--- src/rtl/compare_swap_sorter.sv ---
// Sequential ascending sorter: loads DEPTH words, bubble-sorts them in place with
// one shared comparator (early exit on a clean pass), then streams them out.
module compare_swap_sorter #(
  parameter int unsigned N     = 4,
  parameter int unsigned DEPTH = 4
) (
  input  logic         clk,
  input  logic         rst_n,
  input  logic         in_valid,
  output logic         in_ready,
  input  logic [N-1:0] in_data,
  output logic         out_valid,
  input  logic         out_ready,
  output logic [N-1:0] out_data,
  output logic         busy,
  output logic [7:0]   swap_count
);

  localparam int unsigned IDX_W = (DEPTH > 2) ? $clog2(DEPTH) : 1;
  localparam logic [IDX_W-1:0] LAST_IDX  = IDX_W'(DEPTH - 1);
  localparam logic [IDX_W-1:0] LAST_PASS = IDX_W'(DEPTH - 2);

  typedef enum logic [1:0] {LOAD, SORT, OUT} state_t;

  state_t           state, state_next;
  logic [N-1:0]     mem [DEPTH];
  logic [N-1:0]     mem_next [DEPTH];
  logic [IDX_W-1:0] load_idx, load_idx_next;
  logic [IDX_W-1:0] cmp_idx, cmp_idx_next, cmp_idx_p1;
  logic [IDX_W-1:0] pass_idx, pass_idx_next;
  logic [IDX_W-1:0] out_idx, out_idx_next;
  logic             pass_swapped, pass_swapped_next;
  logic [7:0]       swap_count_next;
  logic [N-1:0]     out_data_next;
  logic [N-1:0]     lhs, rhs;
  logic             gt;

  // State register
  always_ff @(posedge clk or negedge rst_n) begin
    if (!rst_n) state <= LOAD;
    else        state <= state_next;
  end

  // Next-state, datapath and output decode
  always_comb begin
    state_next        = state;
    mem_next          = mem;
    load_idx_next     = load_idx;
    cmp_idx_next      = cmp_idx;
    pass_idx_next     = pass_idx;
    out_idx_next      = out_idx;
    pass_swapped_next = pass_swapped;
    swap_count_next   = swap_count;
    out_data_next     = out_data;
    cmp_idx_p1        = cmp_idx + IDX_W'(1);
    lhs               = mem[cmp_idx];
    rhs               = mem[cmp_idx_p1];
    gt                = lhs > rhs;

    case (state)
      LOAD: begin
        if (in_valid && in_ready) begin
          mem_next[load_idx] = in_data;
          if (load_idx == LAST_IDX) begin
            state_next        = SORT;
            load_idx_next     = '0;
            cmp_idx_next      = '0;
            pass_idx_next     = '0;
            pass_swapped_next = 1'b0;
            swap_count_next   = 8'd0;
          end else begin
            load_idx_next = load_idx + IDX_W'(1);
          end
        end
      end
      SORT: begin
        if (gt) begin
          mem_next[cmp_idx]    = rhs;
          mem_next[cmp_idx_p1] = lhs;
          if (swap_count != 8'hFF) swap_count_next = swap_count + 8'd1;
        end
        // Pass p covers positions 0..DEPTH-2-p; a clean pass ends the sort early
        if (cmp_idx < (LAST_PASS - pass_idx)) begin
          cmp_idx_next      = cmp_idx_p1;
          pass_swapped_next = pass_swapped | gt;
        end else if (!(pass_swapped || gt) || (pass_idx == LAST_PASS)) begin
          state_next   = OUT;
          out_idx_next = '0;
        end else begin
          pass_idx_next     = pass_idx + IDX_W'(1);
          cmp_idx_next      = '0;
          pass_swapped_next = 1'b0;
        end
      end
      OUT: begin
        if (out_valid && out_ready) begin
          if (out_idx == LAST_IDX) begin
            state_next   = LOAD;
            out_idx_next = '0;
          end else begin
            out_idx_next = out_idx + IDX_W'(1);
          end
        end
      end
      default: state_next = LOAD;
    endcase

    // Look ahead through this cycle's swap so the first word is correct on OUT entry
    if (state_next == OUT) out_data_next = mem_next[out_idx_next];
  end

  // Storage, indices and registered outputs
  always_ff @(posedge clk or negedge rst_n) begin
    if (!rst_n) begin
      for (int k = 0; k < int'(DEPTH); k++) mem[k] <= '0;
      load_idx     <= '0;
      cmp_idx      <= '0;
      pass_idx     <= '0;
      out_idx      <= '0;
      pass_swapped <= 1'b0;
      swap_count   <= 8'd0;
      out_data     <= '0;
      in_ready     <= 1'b1;
      out_valid    <= 1'b0;
      busy         <= 1'b0;
    end else begin
      mem          <= mem_next;
      load_idx     <= load_idx_next;
      cmp_idx      <= cmp_idx_next;
      pass_idx     <= pass_idx_next;
      out_idx      <= out_idx_next;
      pass_swapped <= pass_swapped_next;
      swap_count   <= swap_count_next;
      out_data     <= out_data_next;
      in_ready     <= (state_next == LOAD);
      out_valid    <= (state_next == OUT);
      busy         <= (state_next == SORT);
    end
  end

endmodule
--- config.mk ---
export PLATFORM = sky130hd
export DESIGN_NAME = compare_swap_sorter
export DESIGN_NICKNAME = d
export VERILOG_FILES = /design/src/rtl/compare_swap_sorter.sv
export SDC_FILE = /design/constraint.sdc
export NUM_CORES = 1
export LEC_CHECK = 0
export CAP_MARGIN = 0
export CORE_UTILIZATION = 46
export CTS_CLUSTER_DIAMETER = 30
export DETAILED_ROUTE_END_ITERATION = 10
export GPL_ROUTABILITY_DRIVEN = 1
export PLACE_DENSITY_LB_ADDON = 0.1
export SLEW_MARGIN = 20
export SYNTH_ARGS = -nofsm -noshare
export SYNTH_HDL_FRONTEND = slang
export SYNTH_SLANG_ARGS = --single-unit
--- constraint.sdc ---
create_clock -name clk -period 12.65 [get_ports clk]
set_input_delay 2.53 -clock clk [delete_from_list [all_inputs] [get_ports clk]]
set_output_delay 2.53 -clock clk [all_outputs]
set_load 0.02 [all_outputs]
== After elaboration in Yosys (flattened, before gate mapping) ==
Cells that the tools add are included.

* Flip-flop bits (word level): 42
* Logic and storage cells: 117
* Output and inout bits: 15
* Bits of input ports: 8

* Bitwise gates (word level): 5
* Muxes and demuxes: 52
* Reductions and logical operators: 15
* Equal/unequal tests: 15
* $add $sub $neg: 6
* $lt $le $gt $ge: 9

{| class="wikitable"
|+ Operators with widths
! kind !! number
|-
| $bwmux W16 || 3
|-
| $mux W4 || 9
|-
| $mux W2 || 17
|-
| $mux W16 || 2
|-
| $mux W8 || 4
|-
| $pmux W16 S2 || 1
|-
| $bmux W4 S2 || 3
|-
| $demux W4 S2 || 3
|-
| $pmux W8 S2 || 1
|-
| $ge A3 B3 Y1 const B || 4
|-
| $ne A2 B2 Y1 const B || 6
|-
| $not A2 Y3 || 4
|-
| $pmux W2 S2 || 3
|-
| $eq A2 B2 Y1 const B || 5
|-
| $reduce_and A5 Y1 || 2
|-
| $lt A3 B1 Y1 const B || 3
|-
| $add A2 B1 Y2 const B || 4
|-
| $add A8 B1 Y8 const B || 1
|-
| $ne A8 B8 Y1 const B || 1
|-
| $pmux W2 S3 || 1
|-
| $logic_and A1 B1 Y1 || 5
|-
| $eq A2 B1 Y1 const B || 2
|-
| $gt A4 B4 Y1 || 1
|-
| $logic_not A2 Y1 || 2
|-
| other kinds (11) || 15
|}

== Logic depth before layout (Yosys ltp) ==
Gate-level depths: netlist of run 1.

* Depth in word-level cells: 16
* Mapped depth: 15
* Mapped depth without buffers: 12

== Least setup slack after synthesis of run 1 ==
No wires, ideal clock.

* Kind: in2reg
* Start point: in in_valid
* End point: reg out_data[0]
* Stages: 8
* Path buffers: 1
* Setup time: 0.125 ns
* Arrival: 4.357 ns
* Data required time: 12.525 ns
* Slack: 8.168 ns
* Cell sequence: clkbuf_1 nand4_1 nor2_1 a21oi_1 a311o_1 mux2_2 mux2_2 mux2_4

{| class="wikitable"
|+ RTL lines
! item !! RTL line !! text
|-
| start: declaration || 9 || <nowiki>input logic in_valid,</nowiki>
|-
| end signal: assignment || 134 || <nowiki>out_data <= out_data_next;</nowiki>
|-
| end: declaration || 14 || <nowiki>output logic [N-1:0] out_data,</nowiki>
|}

== Final worst setup path of run 1 ==
* Start point: reg cmp_idx[0]
* End point: reg out_data[1]

* Cells in the longest elaborated chain, start to end: 16
* Elaborated cells on any way between the ends: 39
* Classes of those cells: add/sub: 1; order compare: 6; eq/ne: 1; mux: 23; bitwise: 3; reduce/logical: 5

{| class="wikitable"
|+ Ends and longest elaborated chain
! item !! RTL line !! text
|-
| start: declaration || 29 || <nowiki>logic [IDX_W-1:0] cmp_idx, cmp_idx_next, cmp_idx_p1;</nowiki>
|-
| start signal: assignment || 129 || <nowiki>cmp_idx <= cmp_idx_next;</nowiki>
|-
| $add A2 B1 Y2 || 55 || <nowiki>cmp_idx_p1 = cmp_idx + IDX_W'(1);</nowiki>
|-
| $not A2 Y3 (not written as such) || 57, 79 ||
|-
| $bmux W4 S2 || 57 || <nowiki>rhs = mem[cmp_idx_p1];</nowiki>
|-
| $mux W4 (not written as such) (2 in a row) || 57 ||
|-
| $gt A4 B4 Y1 || 58 || <nowiki>gt = lhs > rhs;</nowiki>
|-
| $logic_or A1 B1 Y1 || 86 || <nowiki>end else if (!(pass_swapped || gt) || (pass_idx == LAST_PASS)) begin</nowiki>
|-
| $logic_not A1 Y1 || 86 ||
|-
| $logic_or A1 B1 Y1 || 86 ||
|-
| $mux W2 || 86 ||
|-
| $mux W2 || 83 || <nowiki>if (cmp_idx < (LAST_PASS - pass_idx)) begin</nowiki>
|-
| $pmux W2 S2 || 60 || <nowiki>case (state)</nowiki>
|-
| $not A2 Y3 (not written as such) || 109 || <nowiki>if (state_next == OUT) out_data_next = mem_next[out_idx_next];</nowiki>
|-
| $bmux W4 S2 || 109 ||
|-
| $mux W4 (not written as such) (2 in a row) || 109 ||
|}

Several ways; a longest one is shown, not always the timed one. The select of a mux whose other input is x is not followed.
A chain may end at the register's enable or synchronous reset.

==> reports/results.tsv, run 1 <==
metric	value	unit
result of the run	finished clean	
most used cell along the critical path	ha_1	
Final setup viols	0	
Clock Latency Late Sink	0.31	ns
area of the mapped netlist	0.00339	mm^2
count of different cell masters after synthesis	63	
fraction of final layout cells sized beyond drive strength 1	0.154	
portion of total power attributed to combinational logic	0.667	
number of synthesized flops with an enable pin	0	
layout-stage area growth over the synthesis result	11.3	%
number of synthesis warnings	0	
deepest level of the CTS H-tree	2	
Nets	400	
area of the core	0.00694	mm^2
clock sinks	42	
number of vias in the routed layout	2837	
detailed-route vias per instance	6.10	
smallest hold slack	0.496	ns
leading area contributor after synthesis	dfrtp_1	
Max Cap Violations	0	
kind of start point of the critical path	flip-flop	
# IOs	23	
number of synthesized register bits	42	
count of input and output buffers	22	
Wirelength per Cell	18.7	um
capturing element type of the critical path	flip-flop	
final wirelength	8680	um
clk buf depth	2	
Die ar.	0.00772	mm^2
First DRT Iteration DRCs	222	
Cell Int Power	0.598	mW
final worst clock skew	0.00846	ns
first-pass GRT wire length	14300	um
proportion of total power due to net switching	0.487	
net switching component of the power	0.567	mW
overall overflow remaining after global route	0	
Max Clk Rate	0.192	GHz
overall power consumption	1.17	mW
Total Negative Setup Slacks	0	ns
FFs w/ async S/R, synth	1.00	
transition time at the pin with the least slew margin	0.938	ns
Syn Nets	383	
clock root buffer	clkbuf_8	
standby leakage power	1.59	nW
power density cells	309	mW/mm^2
post-detailed-route DRC marker count	0	
maximum number of pins on one net before global-route repair	43	
initial cell density of the core	0.488	
Worst path slowest cell	dfrtp_1	
antenna viol nets, final	0	
Hold Violations, Final	0	
Setup CP Type	reg -> reg	
final count of pins violating max slew	0	
Layout Utilization	0.544	
clock tree from TritonCTS	yes	
largest stage delay on the critical path	0.81	ns
Synth Flop Type	dfrtp_1	
critical path, cell by cell	inv_2 -> ha_1 -> mux4_2 -> clkinv_1 -> ha_1 -> o21a_2 -> o21a_1 -> a221oi_2 -> nor2_1 -> or4_4 -> nor2_8 -> mux2_2	
number of buffers created by CTS	5	
dominant cell by count in the synthesized netlist	dfrtp_1	
Syn Area/Cell	9.66	um^2
clock input transition at the sequential cells of the worst setup and hold paths	0.09	ns
Final Critical Period	5.20	ns
worst-case headroom to the max-slew limit	0.375	
sequential-to-total area share from yosys stat	0.310	
share of the cycle needed by the critical path after routing	0.411	
area share of the largest cell type after synthesis	0.303	
cts hold-fix bufs	0	
cells resized by post-CTS repair	0	
count of inserted antenna diode cells	0	
RSZ-0062 raised after global routing	no	
commonest cells in the synthesized netlist	dfrtp_1 (41), nand2_1 (34), ha_1 (24)	
share of total power in the clock network	0.112	
1st-pass router iterations	5	
maximum fanout along the worst path	16	
required time reported for the critical path endpoint	12.84	ns
Final GP Congestion	0.925	
largest cells by area after synthesis	dfrtp_1 (30%), ha_1 (8.9%), mux4_2 (6.6%)	
number of global-route vias before repair	2697	
share of total power in sequential cells	0.221	
number of setup buffers added after CTS	0	
standard-cell row count	30	
antenna violations before repair	0	
number of filler instances in the final layout	628	
half-perimeter wire length after placement	6410	um
number of instances in the synthesized netlist	351	
maximum VDD drop	136	uV
type of the tightest min-delay check	reg -> reg	
vertical extent of the die	87.9	um
total global routing track utilization	0.244	
arrival time at the worst endpoint	5.39	ns
die boundary width	87.9	um
-- layout by cell type (no fill, tap or decap), types with 2 or more instances in the layout --
master and n:
o21ai_4 2, a221o_1 7, and3_1 7, clkinv_1 2, a32oi_1 2, dfrtp_1 41
mux2i_1 17, nor3_1 5, a21oi_1 15, and2b_2 2, ha_1 24, clkdlybuf4s50_1 21
clkbuf_8 5, a311o_1 2, nor4_1 5, nand2b_1 8, a22o_1 2, nand2_1 34
nor2_1 22, nand3_1 16, mux2_4 2, o22ai_1 6, nand4_1 8, a31o_1 5
or2_2 4, xor2_1 5, mux2_2 8, nor2b_1 6, a211oi_1 5, a31o_2 4
inv_2 2, bufinv_16 2, and4_1 2, inv_1 19, o21ai_2 2, mux4_2 10
o21ai_1 2, and2_1 4, o21ai_0 8
-- through the flow --
stage / instance area, um^2 / cells / setup WS [ns]
finish: 3770 / 465 / 7.45
floorplan: 3390 / 351 / 8.17
detailed placement: 3640 / 457 / 7.45
global placement: 3640 / 457 / 7.54
global route: 3770 / 465 / 7.11
CTS: 3770 / 465 / 7.43
-- worst max-delay path, delay by kind of cell, from the launching register on --
family,cells,cell delay [ns]
muxes,2,0.97
adders and majority gates,2,0.92
DFF,1,0.81
AOI/OAI and AO/OA,3,1.21
buffers and inverters,2,0.31
and+or+nand+nor,3,0.86
-- sequential cells by signal (all words and copies together) (netlist names), 2 cells and up --
name,cells
out_idx,2
state,2
cmp_idx,2
out_data,4
load_idx,2
mem,16
pass_idx,2
swap_count,8
-- area by class of cell --
| type | count | area [um^2] | area share |
|---|---|---|---|
| clock inverter | 3 | 68.8 | 0.0182 |
| sequential | 42 | 1050 | 0.279 |
| clock buffer | 5 | 68.8 | 0.0182 |
| timing repair buffer | 23 | 223 | 0.0590 |
| tap | 96 | 120 | 0.0318 |
| multi-input combinational | 273 | 2160 | 0.571 |
| inverter | 23 | 86.3 | 0.0229 |
-- power by group through the flow --
stage | Sequential [mW] | Clock (mW) | Combinational [mW]
2_1_floorplan | 0.246 | 0 | 0.606
3_3_place_gp | 0.255 | 0 | 0.763
3_5_place_dp | 0.257 | 0 | 0.763
4_1_cts | 0.255 | 0.133 | 0.769
5_1_grt | 0.266 | 0.138 | 0.848
6_report | 0.258 | 0.130 | 0.777
-- cells by family after synthesis --
logic type	after synthesis	share of synthesized area
xor+xnor	5	0.0129
mux	37	0.152
simple gates	129	0.200
flops	42	0.310
buf+inv	36	0.0539
fa+ha+maj	24	0.0886
compound gates	78	0.182
-- path summary, 6_finish.rpt --
| path | start | to | slack, ns | depth (start not counted) |
|---|---|---|---|---|
| min | pass_idx[1]$_DFFE_PN0P_ | pass_idx[1]$_DFFE_PN0P_ | 0.50 | 2 |
| max reg2reg | cmp_idx[0]$_DFFE_PN0P_ | out_data[1]$_DFFE_PN0N_ | 7.45 | 12 |
| min reg2reg | pass_idx[1]$_DFFE_PN0P_ | pass_idx[1]$_DFFE_PN0P_ | 0.50 | 2 |
| min in group asynchronous | rst_n | out_data[1]$_DFFE_PN0N_ | 2.36 | 1 |
| max | cmp_idx[0]$_DFFE_PN0P_ | out_data[1]$_DFFE_PN0N_ | 7.45 | 12 |
| max in group asynchronous | rst_n | pass_idx[0]$_DFFE_PN0P_ | 9.71 | 1 |
-- metal layers --
layer / GRT usage / up-vias / routed length [um]
met4: 0.0790 / 0 / 193
met1: 0.359 / 1364 / 4090
li1: - / 1339 / -
met5: 0 / - / 0
met2: 0.359 / 116 / 3780
met3: 0.0471 / 18 / 613
(Power assumes the default switching activity.)
==> run 2: changes to the inputs <==
==> constraint.sdc (replaced) <==
create_clock -name clk -period 4.84 [get_ports clk]
set_input_delay 0.968 -clock clk [delete_from_list [all_inputs] [get_ports clk]]
set_output_delay 0.968 -clock clk [all_outputs]
set_load 0.02 [all_outputs]
==> run 2 against run 1 <==
Effect of this change: sequential share of layout area grew 0.16 points; cell area is 0.56% lower; hold slack gained 0.016 ns; sequential power rose to 2.6 times the previous value; global-route usage down 0.32 points.
==> reports/results.tsv, run 2 (synthesized netlist as in run 1, its figures left out) <==
metric	value	unit	change
Worst path slowest cell	ha_1		was dfrtp_1
cells resized by post-CTS repair	0		unchanged
met3 usage	0.0556		was 0.0471
Layout Utilization	0.541		was 0.544
Total Negative Setup Slacks	0	ns	unchanged
number of vias in the routed layout	2812		was 2837
met1 Resource Use GR	0.363		was 0.359
detailed-route vias per instance	6.00		was 6.10
deepest level of the CTS H-tree	2		unchanged
clock input transition at the sequential cells of the worst setup and hold paths	0.08	ns	was 0.09 ns
Final setup viols	0		unchanged
capturing element type of the critical path	flip-flop		unchanged
cts hold-fix bufs	0		unchanged
clock sinks	42		unchanged
1st-pass router iterations	5		unchanged
final wirelength	8800	um	was 8680 um
total global routing track utilization	0.241		was 0.244
antenna violations before repair	0		unchanged
standard-cell row count	30		unchanged
worst-case headroom to the max-slew limit	0.376		was 0.375
Seq. cell area	0.00105	mm^2	unchanged
final count of pins violating max slew	0		unchanged
largest stage delay on the critical path	0.62	ns	was 0.81 ns
Max Clk Rate	0.238	GHz	was 0.192 GHz
half-perimeter wire length after placement	6610	um	was 6410 um
initial cell density of the core	0.488		unchanged
Clock Latency Late Sink	0.29	ns	was 0.31 ns
Die ar.	0.00772	mm^2	unchanged
maximum VDD drop	317	uV	was 136 uV
start point of the worst hold path	pass_idx[1]$_DFFE_PN0P_		unchanged
maximum fanout along the worst path	14		was 16
register with the most flip-flops	mem		unchanged
Final Critical Period	4.21	ns	was 5.20 ns
grt peak-use layer	met1		unchanged
Setup CP Type	reg -> reg		unchanged
standby leakage power	1.58	nW	was 1.59 nW
kind of start point of the critical path	flip-flop		unchanged
Hold Violations, Final	0		unchanged
most common cell after layout, fill and taps aside	dfrtp_1		unchanged
total cell area at the placement stage	0.00367	mm^2	was 0.00364 mm^2
clock root buffer	clkbuf_8		unchanged
post-route design area	0.00375	mm^2	was 0.00377 mm^2
Largest register FFs	16		unchanged
top flop regs	mem (16), swap_count (8), out_data (4)		unchanged
area of the core	0.00694	mm^2	unchanged
antenna viol nets, final	0		unchanged
overall overflow remaining after global route	0		unchanged
maximum number of pins on one net before global-route repair	43		unchanged
layout-stage area growth over the synthesis result	10.7	%	was 11.3%
number of buffers created by CTS	5		unchanged
area used by multi-input combinational logic	0.00216	mm^2	unchanged
number of filler instances in the final layout	649		was 628
Setup crit start	cmp_idx[0]$_DFFE_PN0P_		unchanged
final worst clock skew	0.00805	ns	was 0.00846 ns
type of the tightest min-delay check	reg -> reg		unchanged
First DRT Iteration DRCs	291		was 222
transition time at the pin with the least slew margin	0.937	ns	was 0.938 ns
number of global-route vias before repair	2554		was 2697
count of inserted antenna diode cells	0		unchanged
RSZ-0062 raised after global routing	no		unchanged
die boundary width	87.9	um	unchanged
Wirelength per Cell	18.8	um	was 18.7 um
post-detailed-route DRC marker count	0		unchanged
fraction of final layout cells sized beyond drive strength 1	0.161		was 0.154
power density cells	798	mW/mm^2	was 309 mW/mm^2
result of the run	finished clean		unchanged
clock tree from TritonCTS	yes		unchanged
count of input and output buffers	22		unchanged
required time reported for the critical path endpoint	5.02	ns	was 12.84 ns
critical path, cell by cell	inv_2 -> ha_1 -> mux4_2 -> inv_1 -> ha_1 -> nand4_1 -> o21a_1 -> buf_4 -> a221oi_2 -> buf_4 -> o21ai_4 -> mux2_2 -> mux2_2 -> mux2_4		was inv_2 -> ha_1 -> mux4_2 -> clkinv_1 -> ha_1 -> o21a_2 -> o21a_1 -> a221oi_2 -> nor2_1 -> or4_4 -> nor2_8 -> mux2_2
vertical extent of the die	87.9	um	unchanged
arrival time at the worst endpoint	4.39	ns	was 5.39 ns
Reg2Reg Launch Point	cmp_idx[0]$_DFFE_PN0P_		unchanged
number of setup buffers added after CTS	0		unchanged
share of the cycle needed by the critical path after routing	0.869		was 0.411
met2 capacity usage during global routing	0.348		was 0.359
clk buf depth	2		unchanged
first-pass GRT wire length	14000	um	was 14300 um
Max Cap Violations	0		unchanged
# IOs	23		unchanged
most frequent cells in the layout	dfrtp_1 (41), nand2_1 (34), ha_1 (24), nor2_1 (22), clkdlybuf4s50_1 (21)		unchanged
Nets	404		was 400
Final GP Congestion	0.984		was 0.925
run 2: cell count changes in the layout (fill, tap and decap cells not counted), sizes merged:
cell    previous run  this run
buf                2         6
bufinv             2         0
clkbuf             5         6
clkinv             3         4
run 2: worst max-delay path: cells and delay by family, from the launching register on:
family	cells	cell delay (ns)
multiplexers	4	1.52
adder cells (fa/ha/maj)	2	0.87
AO/OA/AOI/OAI	3	0.58
buffers and inverters	4	0.56
flip-flops	1	0.36
AND/OR/NAND/NOR	1	0.20
run 2: routing by layer:
layer	wire, um	part of all wire
met1	4330	0.49
met5	0	0
met4	63	0.0072
met2	3800	0.43
met3	603	0.069
run 2: area by class of cell:
class / instances / area share
sequential: 42 / 0.280
clock inverter: 2 / 0.00367
inverter: 23 / 0.0230
clock buffer: 6 / 0.0193
multi-input combinational: 273 / 0.574
tap: 96 / 0.0320
timing repair buffer: 27 / 0.0673
run 2: power by group:
part / leakage, nW / internal (mW) / switching [mW] / total (mW)
Sequential: 0.527 / 0.491 / 0.167 / 0.658
Combinational: 1.01 / 0.902 / 1.21 / 2.11
Clock: 0.0452 / 0.102 / 0.126 / 0.228
Total: 1.58 / 1.49 / 1.50 / 3.00
run 2: per-stage QoR:
stage / hold WS (ns) / worst slack (ns) / cells / power [mW]
after detailed placement: 0.486 / 0.651 / 461 / 2.72
after CTS: 0.505 / 0.639 / 469 / 2.96
after global routing: 0.535 / 0.389 / 469 / 3.21
after floorplan: 0.453 / 0.479 / 351 / 2.23
final: 0.512 / 0.633 / 469 / 3.00
after global placement: 0.478 / 0.697 / 461 / 2.72
run 2: path summary, 6_finish.rpt:
path                                           endpoint  slack (ns)  depth (start not counted)
worst max-delay path            out_data[0]$_DFFE_PN0N_        0.63                         14
worst min-delay path            pass_idx[1]$_DFFE_PN0P_        0.51                          2
worst max register to register  out_data[0]$_DFFE_PN0N_        0.63                         14
worst min register to register  pass_idx[1]$_DFFE_PN0P_        0.51                          2
max in group asynchronous       pass_idx[1]$_DFFE_PN0P_        3.45                          1
min in group asynchronous       load_idx[0]$_DFFE_PN0P_        0.81                          1
